--- config.mk ---
export PLATFORM = sky130hd
export DESIGN_NAME = fetch_ctrl
export DESIGN_NICKNAME = d
export VERILOG_FILES = /design/src/rtl/fetch_ctrl.sv
export SDC_FILE = /design/constraint.sdc
export NUM_CORES = 1
export LEC_CHECK = 0
export CAP_MARGIN = 20
export CORE_ASPECT_RATIO = 0.8
export CORE_MARGIN = 3
export CORE_UTILIZATION = 44
export CTS_BUF_LIST = sky130_fd_sc_hd__clkbuf_2
export DETAILED_ROUTE_END_ITERATION = 16
export GPL_TIMING_DRIVEN = 0
export HOLD_SLACK_MARGIN = 0.06
export PLACE_DENSITY = 0.83
export REMOVE_ABC_BUFFERS = 1
export SLEW_MARGIN = 10
export SYNTH_ARGS = -nofsm -noshare
export SYNTH_HDL_FRONTEND = slang
export SYNTH_SLANG_ARGS = --single-unit
export TNS_END_PERCENT = 100
--- constraint.sdc ---
create_clock -name clk -period 3.8 [get_ports clk]
set_clock_uncertainty 0.05 [all_clocks]
set_input_delay 1.14 -clock clk [delete_from_list [all_inputs] [get_ports clk]]
set_output_delay 1.14 -clock clk [all_outputs]
set_load 0.02 [all_outputs]
--- src/rtl/fetch_ctrl.sv ---
// Instruction-fetch sequencer: drives the PC register load interface, issues one
// instruction-memory request at a time and fills the IF/ID output registers.
module fetch_ctrl #(
    parameter int unsigned ADDR_W  = 32,
    parameter int unsigned INSTR_W = 32,
    parameter int unsigned PC_INC  = 4
) (
    input  logic               clk,
    input  logic               reset,
    input  logic [ADDR_W-1:0]  pc_cur,
    output logic [ADDR_W-1:0]  pc_next,
    output logic               pc_hold,
    output logic               imem_req,
    output logic [ADDR_W-1:0]  imem_addr,
    input  logic               imem_ack,
    input  logic [INSTR_W-1:0] imem_rdata,
    input  logic               stall,
    input  logic               redirect,
    input  logic [ADDR_W-1:0]  redirect_pc,
    output logic               instr_valid,
    output logic [INSTR_W-1:0] instr,
    output logic [ADDR_W-1:0]  instr_pc
);

    typedef enum logic [1:0] {StIdle, StReq, StSquash, StHold} state_e;

    localparam logic [ADDR_W-1:0] PcInc = ADDR_W'(PC_INC);

    state_e             state_q, state_d;
    logic [ADDR_W-1:0]  req_addr_q, req_addr_d;
    logic [INSTR_W-1:0] instr_q, instr_d;
    logic [ADDR_W-1:0]  instr_pc_q, instr_pc_d;
    logic               instr_valid_q, instr_valid_d;
    logic [INSTR_W-1:0] buf_q, buf_d;
    logic [ADDR_W-1:0]  buf_pc_q, buf_pc_d;
    logic               req_active;
    logic               enter_req;

    assign req_active = (state_q == StReq) || (state_q == StSquash);

    always_comb begin
        state_d       = state_q;
        req_addr_d    = req_addr_q;
        instr_d       = instr_q;
        instr_pc_d    = instr_pc_q;
        instr_valid_d = instr_valid_q;
        buf_d         = buf_q;
        buf_pc_d      = buf_pc_q;
        pc_hold       = 1'b1;
        pc_next       = pc_cur + PcInc;
        enter_req     = 1'b0;

        if (redirect && (state_q != StIdle)) begin
            pc_hold       = 1'b0;
            pc_next       = redirect_pc;
            instr_valid_d = 1'b0;
            // A request still waiting for its ack must complete; its data is dropped in StSquash.
            if (req_active && !imem_ack) begin
                state_d = StSquash;
            end else begin
                enter_req = 1'b1;
            end
        end else begin
            unique case (state_q)
                StIdle: enter_req = 1'b1;
                StReq: begin
                    if (imem_ack && !stall) begin
                        pc_hold       = 1'b0;
                        instr_d       = imem_rdata;
                        instr_pc_d    = req_addr_q;
                        instr_valid_d = 1'b1;
                        enter_req     = 1'b1;
                    end else if (imem_ack) begin
                        buf_d    = imem_rdata;
                        buf_pc_d = req_addr_q;
                        state_d  = StHold;
                    end else if (!stall) begin
                        instr_valid_d = 1'b0;
                    end
                end
                StSquash: begin
                    if (imem_ack) begin
                        enter_req = 1'b1;
                    end
                end
                StHold: begin
                    if (!stall) begin
                        pc_hold       = 1'b0;
                        instr_d       = buf_q;
                        instr_pc_d    = buf_pc_q;
                        instr_valid_d = 1'b1;
                        enter_req     = 1'b1;
                    end
                end
                default: state_d = StIdle;
            endcase
        end

        if (enter_req) begin
            state_d    = StReq;
            req_addr_d = pc_hold ? pc_cur : pc_next;
        end

        if (reset) begin
            pc_hold = 1'b1;
        end
    end

    always_ff @(posedge clk) begin
        if (reset) begin
            state_q       <= StIdle;
            req_addr_q    <= '0;
            instr_q       <= '0;
            instr_pc_q    <= '0;
            instr_valid_q <= 1'b0;
            buf_q         <= '0;
            buf_pc_q      <= '0;
        end else begin
            state_q       <= state_d;
            req_addr_q    <= req_addr_d;
            instr_q       <= instr_d;
            instr_pc_q    <= instr_pc_d;
            instr_valid_q <= instr_valid_d;
            buf_q         <= buf_d;
            buf_pc_q      <= buf_pc_d;
        end
    end

    assign imem_req    = req_active;
    assign imem_addr   = req_addr_q;
    assign instr_valid = instr_valid_q;
    assign instr       = instr_q;
    assign instr_pc    = instr_pc_q;

endmodule

==> metrics <==
RSZ-0062 raised after global routing yes; Core Rows 42; Tightest Pin Transition between 1 and 1.5 ns; IO buf count 231; DP Worst Slack -1.64 ns; CTS buffer count 17; Power Total roughly 3.7 mW; # H-tree levels 4; die width 154 um; placed insts 1,324; top post-synthesis cells by area dfxtp_1 (42%), mux2i_1 (8.9%), nand2_1 (8.2%); Post-synth EDFFs 0; Area Overhead vs Synth 43.6%; Bufs on Longest Clock Path 2; clock latency on the worst-skew pair 0.75 ns; required time worst endpoint ~2.6 ns; GRT overflow 0; f_max roughly 0.26 GHz; number of max-cap violations 0; Placed Instance Area ~0.010 mm^2; commonest non-fill, non-tap cell in the layout nand2_1; FF-to-FF path depth 10; Slew Limit Fails 0; register bit total from synthesis around 160; vias per cell between 5 and 6; Post-Syn Instances 941; ys async rst share 0; element type at the critical path end output pin; largest net degree at the start of global routing 85; Final Non-Filler Cells around 1.4k; Worst-path clk slew roughly 0.25 ns; die extent in y 125 um; I/O pin count 232; Core Util, Final 0.658; Syn Area/Cell 8.25 um^2; TritonRoute pass-1 iters 5; vias 8,103; final instance area 0.0111 mm^2; crit-path max cell delay 0.58 ns; layout cell share with drive strength beyond 1 0.171; status finished, violations left; hold violation count in the final report 0; starting density of the core 0.459; Synth Warn # 0; 1st-iter DRT viols 592; DRC violations left 0; final antenna-violating net count 0; CTS tree built; Hold Path Depth 2; total track usage 0.264; gp weighted congestion 0.834; cell family with most CP delay simple AND/OR/NAND/NOR gates; Cell Area, Synth 0.00776 mm^2; share of the yosys chip area belonging to registers 0.421; WS Path Type input port to output pin; # fillers 1,401; commonest non-fill, non-tap cells in the layout nand2_1 (168), clkdlybuf4s50_1 (167), dfxtp_1 (161); commonest register cell after synthesis dfxtp_1; Synth top area share 0.421; Worst Path Buf+Inv 2; Routed WL around 26 mm; initial antenna violation count 1; Slew HR 0.221; worst-path cell chain buf_8 > and4_4 > nand4_4 > or4_4 > nand2_4 > o221a_4 > buf_6; Tcrit/Tclk final 1.01; distinct cell type count after synthesis 54; area of the core between 0.015 and 0.02 mm^2; vias in the first global route 7,769; WP depth 7; Hold WC Path Type register to register; Leak 3.82 nW; Worst path slowest cell or4_4; die area slightly below 0.02 mm^2; Final setup violation count 3; first-pass GRT wire length approximately 41 mm; DP HPWL 17.1 mm; fin worst setup slack -0.0301 ns; critical path peak fanout 5; clk root buf clkbuf_2; violated checks negative setup slack; leading area contributor after synthesis dfxtp_1; Power Density ~330 mW/mm^2; CP startpoint kind input port; Worst EP arrival 2.64 ns; Nets around 1.3k; CTS Sinks 163; DR WL/cell ~19 um; Final Critical Period about 3.8 ns; worst vdd ir between 0.2 and 0.25 mV; hold_buf cts 0
-- registers in the layout (all words and copies together), names as in the netlist --
register     cells
state_q          2
instr_valid      1
buf_q           32
instr           32
imem_addr       32
buf_pc_q        32
instr_pc        32
-- kinds of logic (layout without fill, tap and decap cells) --
group / after synthesis / after routing / synth area share
simple gates: 351 / 353 / 0.200
xor+xnor: 31 / 31 / 0.0350
mux: 70 / 70 / 0.0905
fa+ha+maj: 5 / 5 / 0.00806
flops: 163 / 163 / 0.421
other cells: 0 / 1 / 0
compound gates: 235 / 235 / 0.198
buf+inv: 86 / 330 / 0.0472
-- layout make-up --
cell class,instances,area [um^2],area share
repair buffers,293,2900,0.260
clock inverters,15,124,0.0111
multi-input cells,694,4470,0.401
clock buffers,17,85.1,0.00764
inverters,5,18.8,0.00168
flip-flops and latches,163,3270,0.294
diodes,1,2.50,0.000225
well taps,220,275,0.0247
-- cells in the mapped netlist, types with 3 or more instances --
library cell,instances
nor3_1,13
buf_4,5
a211oi_1,65
xor2_1,11
and3_1,3
nor4_1,6
mux2i_1,69
nand2_1,170
a32oi_1,13
and2_1,4
o21a_1,3
a21oi_1,89
o31ai_1,14
ha_1,5
xnor2_1,20
nand2b_1,3
nand4_2,3
and4_1,4
buf_1,6
buf_2,20
dfxtp_1,163
clkbuf_1,50
o21ai_0,19
nand4_1,12
a32o_1,5
a22o_1,3
inv_1,5
or3_1,5
nor2_1,101
nand3_1,14
a31o_2,7
-- metrics by stage --
step / hold WS, ns / TNS (ns)
after floorplan: 0.380 / -221.61
after global placement: 0.391 / -867.79
after detailed placement: 0.397 / -35.17
after CTS: 0.422 / -0.0221
after global routing: 0.441 / -0.402
final: 0.420 / -0.0557
-- worst paths after layout --
kind	slack, ns	start	to
setup / recovery	-0.03	pc_cur[2]	pc_next[25]
hold / removal	0.42	buf_q[16]	buf_q[16]
setup reg to reg	0.53	state_q[1]	imem_addr[25]
hold reg to reg	0.42	buf_q[16]	buf_q[16]
-- worst register-to-register path, cell delays in order (launching register included) --
cell	delay (ns)
dfxtp_4	0.42
buf_4	0.11
ha_4	0.41
mux2i_4	0.16
buf_4	0.16
or2_1	0.39
nor2_4	0.64
buf_12	0.28
buf_16	0.21
a31oi_1	0.12
a32o_1	0.26
-- what timing repair did --
| action | 4_1_cts | 5_1_grt |
|---|---|---|
| pin swaps | 18 | 22 |
| buffers inserted | 34 | 15 |
| resized for setup | 261 | 79 |
| endpoints found under the setup margin | 33 | 26 |
| gates cloned | 2 | 0 |
-- power by group --
group          total, mW  internal, mW  switching [mW]
registers           1.88          1.80          0.0705
clock network      0.889         0.188           0.701
logic              0.946         0.428           0.518
total               3.71          2.42            1.29
-- routing by layer --
layer / up-vias / global-route usage / part of all wire
met3: 50 / 0.0837 / 0.11
li1: 3814 / - / -
met1: 3818 / 0.337 / 0.41
met2: 421 / 0.430 / 0.46
met5: - / 0 / 0
met4: 0 / 0.0774 / 0.021
(Power assumes the default switching activity.)
